$ cat src/rtl/seven_seg_display_ctrl_pkg.sv
// Shared seven-segment constants: blank pattern and hex glyph table.
// Segment order is {g,f,e,d,c,b,a}, active-low.
package seven_seg_display_ctrl_pkg;

  localparam logic [6:0] SEG_BLANK = 7'h7F;

  localparam logic [6:0] HEX_SEG [16] = '{
    7'h40, 7'h79, 7'h24, 7'h30,
    7'h19, 7'h12, 7'h02, 7'h78,
    7'h00, 7'h10, 7'h08, 7'h03,
    7'h46, 7'h21, 7'h06, 7'h0E
  };

  function automatic logic [6:0] hex_to_seg(
    input logic [3:0] nib
  );
    return HEX_SEG[nib];
  endfunction

endpackage

$ cat src/rtl/seven_seg_hex_lut.sv
// Combinational nibble to active-low
// seven-segment glyph lookup.
module seven_seg_hex_lut
  import seven_seg_display_ctrl_pkg::*;
(
  input  logic [3:0] nibble,
  output logic [6:0] seg
);

  assign seg = hex_to_seg(nibble);

endmodule

$ cat src/rtl/seven_seg_display_ctrl.sv
// N-digit multiplexed seven-segment driver with
// prescaler, blanking, zero suppression and PWM.
module seven_seg_display_ctrl
  import seven_seg_display_ctrl_pkg::*;
#(
  parameter int NUM_DIGITS  = 4,
  parameter int DIVIDE_BY   = 17,
  parameter int BRIGHT_BITS = 3
) (
  input  logic                    clk,
  input  logic                    reset_n,
  input  logic [4*NUM_DIGITS-1:0] digits,
  input  logic [NUM_DIGITS-1:0]   dp_in,
  input  logic [NUM_DIGITS-1:0]   blank,
  input  logic                    lz_blank,
  input  logic [BRIGHT_BITS-1:0]  brightness,
  output logic [NUM_DIGITS-1:0]   an,
  output logic [6:0]              seg,
  output logic                    dp,
  output logic                    scan_tick
);

  localparam int IW =
    (NUM_DIGITS > 1) ? $clog2(NUM_DIGITS) : 1;
  localparam logic [IW-1:0] LAST =
    IW'(NUM_DIGITS - 1);

  logic [DIVIDE_BY-1:0]    pre;
  logic                    tick;
  logic [IW-1:0]           idx;
  logic [4*NUM_DIGITS-1:0] snap_digits;
  logic [NUM_DIGITS-1:0]   snap_dp;
  logic [NUM_DIGITS-1:0]   snap_blank;
  logic                    snap_lz;

  logic [NUM_DIGITS-1:0]   lz_sup;
  logic                    zrun;
  logic [3:0]              cur_nib;
  logic                    cur_dp;
  logic                    dark;
  logic [BRIGHT_BITS-1:0]  sp;
  logic                    lit;
  logic [6:0]              lut_seg;
  logic [NUM_DIGITS-1:0]   an_next;

  assign tick = &pre;

  always_ff @(posedge clk or negedge reset_n) begin
    if (!reset_n) begin
      pre         <= '0;
      idx         <= '0;
      snap_digits <= '0;
      snap_dp     <= '0;
      snap_blank  <= '0;
      snap_lz     <= 1'b0;
      scan_tick   <= 1'b0;
    end else begin
      pre       <= pre + 1'b1;
      scan_tick <= tick;
      if (tick) begin
        idx         <= (idx == LAST) ? '0 : idx + 1'b1;
        snap_digits <= digits;
        snap_dp     <= dp_in;
        snap_blank  <= blank;
        snap_lz     <= lz_blank;
      end
    end
  end

  // Suppression walks down from the top digit
  // while every nibble seen so far is zero.
  always_comb begin
    lz_sup = '0;
    zrun   = snap_lz;
    for (int i = NUM_DIGITS - 1; i >= 1; i--) begin
      zrun      = zrun & (snap_digits[4*i +: 4] == 4'd0);
      lz_sup[i] = zrun;
    end
  end

  always_comb begin
    cur_nib = '0;
    cur_dp  = 1'b0;
    dark    = 1'b0;
    for (int i = 0; i < NUM_DIGITS; i++) begin
      if (idx == IW'(i)) begin
        cur_nib = snap_digits[4*i +: 4];
        cur_dp  = snap_dp[i];
        dark    = snap_blank[i] | lz_sup[i];
      end
    end
  end

  seven_seg_hex_lut u_lut (
    .nibble (cur_nib),
    .seg    (lut_seg)
  );

  // Sub-period zero is held dark as dead time
  // between digits to avoid ghosting.
  assign sp  = pre[DIVIDE_BY-1 -: BRIGHT_BITS];
  assign lit = (sp != '0) && (sp <= brightness) && !dark;

  always_comb begin
    an_next = '1;
    for (int i = 0; i < NUM_DIGITS; i++) begin
      if (lit && (idx == IW'(i))) begin
        an_next[i] = 1'b0;
      end
    end
  end

  always_ff @(posedge clk or negedge reset_n) begin
    if (!reset_n) begin
      an  <= '1;
      seg <= SEG_BLANK;
      dp  <= 1'b1;
    end else begin
      an  <= an_next;
      seg <= dark ? SEG_BLANK : lut_seg;
      dp  <= dark | ~cur_dp;
    end
  end

endmodule

$ cat config.mk
export PLATFORM = sky130hd
export DESIGN_NAME = seven_seg_display_ctrl
export DESIGN_NICKNAME = d
export VERILOG_FILES = /design/src/rtl/seven_seg_display_ctrl_pkg.sv /design/src/rtl/seven_seg_hex_lut.sv /design/src/rtl/seven_seg_display_ctrl.sv
export SDC_FILE = /design/constraint.sdc
export NUM_CORES = 1
export LEC_CHECK = 0
export ABC_AREA = 1
export CAP_MARGIN = 5
export CORE_MARGIN = 5
export CORE_UTILIZATION = 49
export DETAILED_ROUTE_END_ITERATION = 16
export GPL_ROUTABILITY_DRIVEN = 0
export PLACE_DENSITY = 0.79
export SYNTH_ARGS = -nofsm -noshare
export SYNTH_HDL_FRONTEND = slang
export SYNTH_HIERARCHICAL = 1
export SYNTH_SLANG_ARGS = --single-unit
export TNS_END_PERCENT = 50
$ cat constraint.sdc
create_clock -name clk -period 1.95 [get_ports clk]
set_input_delay 0.195 -clock clk [delete_from_list [all_inputs] [get_ports clk]]
set_output_delay 0.195 -clock clk [all_outputs]
set_load 0.02 [all_outputs]
==> metrics, run 1 <==
status=finished with violations; failing checks=negative setup slack; die area=7530 um2; leakage power figure=1.91 nW; total DRC errors in the routed layout=0; buffer type at the clock tree root=clkbuf_8; WP data required=2.20 ns; core area=5820 um2; unrepaired setup endpoints after global routing=true; nets=450; post-route worst setup slack=-0.158 ns; H-tree depth=3; cell type with the largest total area after synthesis=dfrtp_1; area growth from synthesis to final layout=42.2%; clk sinks=57; Routed Antenna Nets=0; number of hold violations in the final report=0; area used by multi-input combinational logic=1370 um2; effective utilization at floorplan=49.7%; clock slew seen by the registers of the worst setup and hold paths=0.07 ns; maximum root-to-sink buffer count=2; Pins Over Slew Limit=0; Yosys cell types=32; number of cells in the finished layout apart from fillers=484; Congestion Overflow GR=0; leading cell types by total area after synthesis=dfrtp_1, dfstp_2, nand2_1; height of the die=86.8 um; share of the yosys chip area belonging to registers=49.9%; number of I/O port buffers=42; Yosys Warn Count=6; pin slew with the least headroom to its limit=0.807 ns; Mapped Nets=364; n_diodes=0; placed instance count=451; worst setup timing slack at the placement stage=-0.101 ns; Power Dens Cells=594 nW/um2; initial antenna violation count=0; clk_skew=0.00969 ns; total power of the final layout=2.44 mW; die width=86.8 um; Achievable Freq=474 MHz; data arrival time at the worst-slack endpoint=2.36 ns; First-pass DRT Iterations=5; Tcrit/Tclk final=108%; number of clock buffers inserted by TritonCTS=9; peak supply drop=0.344 mV; Worst Setup Start Kind=flop; largest net degree at the start of global routing=29; Avg WL per Cell=15.3 um; depth of the worst register-to-register path=15; ratio of cells with drive above 1 in the final layout=30.1%; final setup violation count=18; GRT Util Overall=19.1%; fill count=411; Post-Synthesis Cell Area=2890 um2; clock network latency to the later pin of the worst-skew pair=0.35 ns; highest net fanout along the worst path=5; fin crit period=2.11 ns; Slew headroom=45.9%; MaxCap Viol Count=0; Via density=5.29; number of instances in the synthesized netlist=318; proportion of netlist area held by the largest area contributor=39.0%; Worst Path Class, Setup=reg -> reg; dpl hpwl=4.65 mm; setup TNS after final layout=-1.22 ns; design area=4110 um2; number of global-route vias before repair=2,447; Syn Area/Cell=9.08 um2; I/O pin total=43; TritonCTS clock tree=built; number of placement rows=28; total wire length=7.43 mm; placed cell areas=3580 um2; type of destination of the critical path=flop; sequential cell area=1440 um2; Initial DRC Count=202; number of register bits inferred by synthesis=57; wire length of the first global-routing pass=11.1 mm; via total after detailed routing=2,558; type of the worst min-delay path=in -> async
layer usage:
metal / track usage (%) / share of wire, % / vias to the layer above
li1: - / - / 1197
met1: 23.1 / 39 / 1221
met2: 32.0 / 52 / 119
met3: 5.23 / 6.4 / 21
met4: 8.07 / 2.3 / 0
met5: 0 / 0 / -
report_power, final:
part	internal [mW]	leakage, nW	switching, mW
Sequential	1.18	0.640	0
Clock	0.694	0.107	0.470
Combinational	0.0583	1.16	0.0328
Total	1.94	1.91	0.503
worst max-delay path, cell delays in order, from the launching register on:
cell	delay, ns
dfrtp_1	0.41
inv_2	0.13
ha_4	0.19
buf_6	0.11
a21oi_1	0.06
o22ai_1	0.11
nand2_1	0.10
o21ai_2	0.10
inv_2	0.13
buf_4	0.16
ha_4	0.16
inv_2	0.04
nand2_1	0.05
nand3_1	0.08
nand2_1	0.05
nand3b_1	0.14
stage by stage:
step	hold slack (ns)	util [%]
4_1_cts	0.291	66.0
5_1_grt	0.335	70.6
2_1_floorplan	-0.101	-
6_report	0.288	70.6
3_3_place_gp	0.112	61.5
3_5_place_dp	0.121	61.5
kinds of logic (layout without fill, tap and decap cells):
logic type | count (synthesis) | after routing | synth area share (%)
AND/OR/NAND/NOR | 119 | 119 | 19.8
AO/OA/AOI/OAI | 50 | 50 | 9.36
multiplexers | 6 | 6 | 2.34
flip-flops | 57 | 57 | 49.9
adder cells (fa/ha/maj) | 16 | 16 | 6.93
XOR/XNOR | 12 | 12 | 3.64
buffers and inverters | 58 | 149 | 8.06
layout make-up:
| type | count | area share [%] |
|---|---|---|
| multi-input cells | 203 | 33.4 |
| inverters | 48 | 4.88 |
| flip-flops and latches | 57 | 35.1 |
| repair buffers | 85 | 19.2 |
| clock inverters | 2 | 0.853 |
| well taps | 75 | 2.29 |
| clock buffers | 14 | 4.20 |
worst paths after layout:
path,from,slack (ns),to
setup / recovery,idx[1],-0.16,seg[0]
hold / removal,reset_n,0.29,snap_digits[2]
setup reg to reg,idx[1],-0.16,seg[0]
hold reg to reg,pre[8],0.48,pre[8]
max in group asynchronous,reset_n,1.07,seg[4]
min in group clk,digits[14],0.41,snap_digits[14]
layout by cell type, fill, tap and decap left out, types with 6 or more instances in the layout:
cell,synthesis,layout
nor2_1,11,11
dfstp_2,12,12
nand2_1,64,59
nand3_2,2,6
inv_4,0,6
xor2_1,10,10
ha_4,0,7
o21ai_0,33,26
a21oi_1,8,7
dfrtp_1,45,44
nand3_1,16,12
clkbuf_8,0,12
clkdlybuf4s50_1,0,41
buf_6,1,7
inv_1,47,36
mux2_2,6,6
ha_1,16,7
buf_4,1,32
nand3b_1,9,9
flip-flops by register name, summed over array words and instances (netlist names):
register	flops
pre	17
snap_digits	16
seg	7
an	4
snap_blank	4
snap_dp	4
idx	2
dp	1
scan_tick	1
snap_lz	1
synth_stat cells, drive strengths merged:
cell type  instances
dfstp             12
nand2             65
mux2               6
nor3               6
clkbuf             5
inv               48
nand4              5
nor2              15
a22oi              2
nor3b              1
dfrtp             45
o22ai              2
a32oi              1
nand3             18
buf                5
o211ai             2
nand3b             9
a21oi              8
ha                16
xnor2              2
xor2              10
o21ai             35
repair_timing:
action,in CTS,in global routing
resized for setup,14,47
setup endpoints to repair,23,40
pin swaps,2,21
setup buffers,1,13
hold buffers,1,0
hold endpoints to repair,12,0
cloned,0,2
(Power assumes the default switching activity.)
==> inputs of run 2 (changes only) <==
CAP_MARGIN = 10   (was 5)
TNS_END_PERCENT = 100   (was 50)
==> run 2 against run 1 <==
Against the previous run:
- the run still ends with negative setup slack left
- register-to-register slack worse by 0.04 ns
- count of clock-buffer cells in the layout unchanged
- die area unchanged
- sequential cell count unchanged
- sequential share of layout area down 0.19 points
- maximum frequency down 1.9%
- global-route usage unchanged
- combinational power about the same
- cell count up 0.41%
- sequential power about the same
- critical path depth down 1
==> metrics, run 2 (synthesis results as in run 1) <==
worst setup timing slack at the placement stage=-0.101 ns; most used routing layer in global routing=met2; placed instance count=451; clock slew seen by the registers of the worst setup and hold paths=0.07 ns; number of hold violations in the final report=0; Via density=5.34; Achievable Freq=465 MHz; core area=5820 um2; area growth from synthesis to final layout=43.0%; n_diodes=0; Initial DRC Count=188; GRT Util Overall=19.1%; H-tree depth=3; max reg flops=17; height of the die=86.8 um; failing checks=negative setup slack; type of destination of the critical path=flop; largest net degree at the start of global routing=29; buffer type at the clock tree root=clkbuf_8; Avg WL per Cell=15.9 um; nets=452; Crit path buffers/inverters=5; number of I/O port buffers=42; Power Dens Cells=593 nW/um2; clk_skew=0.0103 ns; data arrival time at the worst-slack endpoint=2.42 ns; final setup violation count=25; die width=86.8 um; number of placement rows=28; clk sinks=57; Worst Setup Start Kind=flop; First-pass DRT Iterations=7; most used cell, CP=inv_2; longest individual stage delay on the worst path=0.41 ns; wire length of the first global-routing pass=11.1 mm; maximum root-to-sink buffer count=2; GR met1 Demand/Resource=23.1%; highest net fanout along the worst path=4; fraction of the core area covered by cells at the end of the flow=71.0%; ratio of cells with drive above 1 in the final layout=29.9%; total DRC errors in the routed layout=0; minimum setup slack among reg-to-reg paths=-0.20 ns; largest register by flop count=pre; Worst Path Class, Setup=reg -> reg; cell with the largest stage delay on the worst path=dfrtp_1; status=finished with violations; dominant delay contributor by cell family on the critical path=buffers and inverters; number of cells in the finished layout apart from fillers=486; fill count=414; unrepaired setup endpoints after global routing=true; Routed Antenna Nets=0; WP data required=2.22 ns; commonest non-fill, non-tap cell in the layout=nand2_1; depth of the worst register-to-register path=14; TritonCTS clock tree=built; peak supply drop=0.411 mV; destination of the worst register-to-register timing path=seg[0]; Tcrit/Tclk final=110%; setup TNS after final layout=-1.71 ns; Slew headroom=74.4%; post-route worst setup slack=-0.200 ns; clock network latency to the later pin of the worst-skew pair=0.35 ns; effective utilization at floorplan=49.7%; number of clock buffers inserted by TritonCTS=9; fin crit period=2.15 ns; MaxCap Viol Count=0; met3 Resource Use GR=5.23%; Top Registers=pre: 17 flops, snap_digits: 16 flops, seg: 7 flops; Pins Over Slew Limit=0; met2 Resource Use GR=32.0%; pin slew with the least headroom to its limit=0.383 ns; die area=7530 um2; highest-count cells in the layout ignoring fill and taps=nand2_1, dfrtp_1, clkdlybuf4s50_1; initial antenna violation count=0; I/O pin total=43; cells along the critical path=inv_2 -> ha_4 -> inv_4 -> o21ai_2 -> o211ai_1 -> a22oi_2 -> inv_2 -> buf_4 -> ha_4 -> inv_2 -> nand2_1 -> nand3_1 -> nand2_1 -> nand3b_1; dpl hpwl=4.65 mm; via total after detailed routing=2,597; type of the worst min-delay path=in -> async; Congestion Overflow GR=0; total wire length=7.71 mm; leakage power figure=1.92 nW; number of global-route vias before repair=2,447; reg-to-reg critical path startpoint=idx[1]; total power of the final layout=2.45 mW
-- run 2: cell count changes in the layout (fill, tap and decap cells not counted), moves of 2 or more --
cell | before | now
buf_6 | 7 | 9
ha_2 | 2 | 4
nand2_1 | 59 | 61
ha_1 | 7 | 5
nand2_2 | 5 | 2
-- run 2: worst max path at each step --
stage / start / to / cells after the start
final: idx[1] / seg[0] / 14
after detailed placement: idx[1] / seg[3] / 12
after global placement: idx[1] / seg[3] / 12
after floorplan: idx[1] / seg[3] / 12
after CTS: pre[1] / snap_blank[1] / 10
after global routing: idx[1] / seg[0] / 14
-- run 2: per-stage QoR --
step | cell area [um2] | hold slack [ns]
2_1_floorplan | 2900 | -0.101
4_1_cts | 3840 | 0.291
5_1_grt | 4130 | 0.332
3_5_place_dp | 3580 | 0.121
3_3_place_gp | 3580 | 0.112
6_report | 4130 | 0.285
-- run 2: layout make-up --
| cell class | instances | area, um2 | share of cell area, % |
|---|---|---|---|
| Sequential cell | 57 | 1440 | 34.9 |
| Multi-Input combinational cell | 203 | 1380 | 33.3 |
| Timing Repair Buffer | 87 | 812 | 19.7 |
| Inverter | 48 | 198 | 4.79 |
| Clock buffer | 14 | 173 | 4.18 |
| Tap cell | 75 | 93.8 | 2.27 |
| Clock inverter | 2 | 35.0 | 0.848 |
-- run 2: worst reg2reg max path, stage by stage (launching register included) --
cell	delay, ns
dfrtp_1	0.41
inv_2	0.13
ha_4	0.18
inv_4	0.04
o21ai_2	0.11
o211ai_1	0.13
a22oi_2	0.24
inv_2	0.11
buf_4	0.16
ha_4	0.15
inv_2	0.06
nand2_1	0.09
nand3_1	0.08
nand2_1	0.05
nand3b_1	0.14
-- run 2: routing by layer --
metal  wire, um  part of all wire [%]  up-vias
li1           -                     -     1200
met1       2900                    38     1231
met2       3870                    50      130
met3        564                   7.3       36
met4        372                   4.8        0
met5          0                     0        -
-- run 2: where the power goes --
part | switching, mW | total (mW) | internal [mW] | leakage, nW
sequential | 0 | 1.18 | 1.18 | 0.640
combinational | 0.0330 | 0.0914 | 0.0584 | 1.17
clock | 0.480 | 1.17 | 0.694 | 0.107
total | 0.513 | 2.45 | 1.94 | 1.92
-- run 2: repair_timing --
item | 4_1_cts | 5_1_grt
cloned | 0 | 1
resized for setup | 14 | 46
buffers inserted | 1 | 15
setup endpoints to repair | 23 | 35
hold endpoints to repair | 12 | 0
pin swaps | 2 | 20
hold buffers | 1 | 0
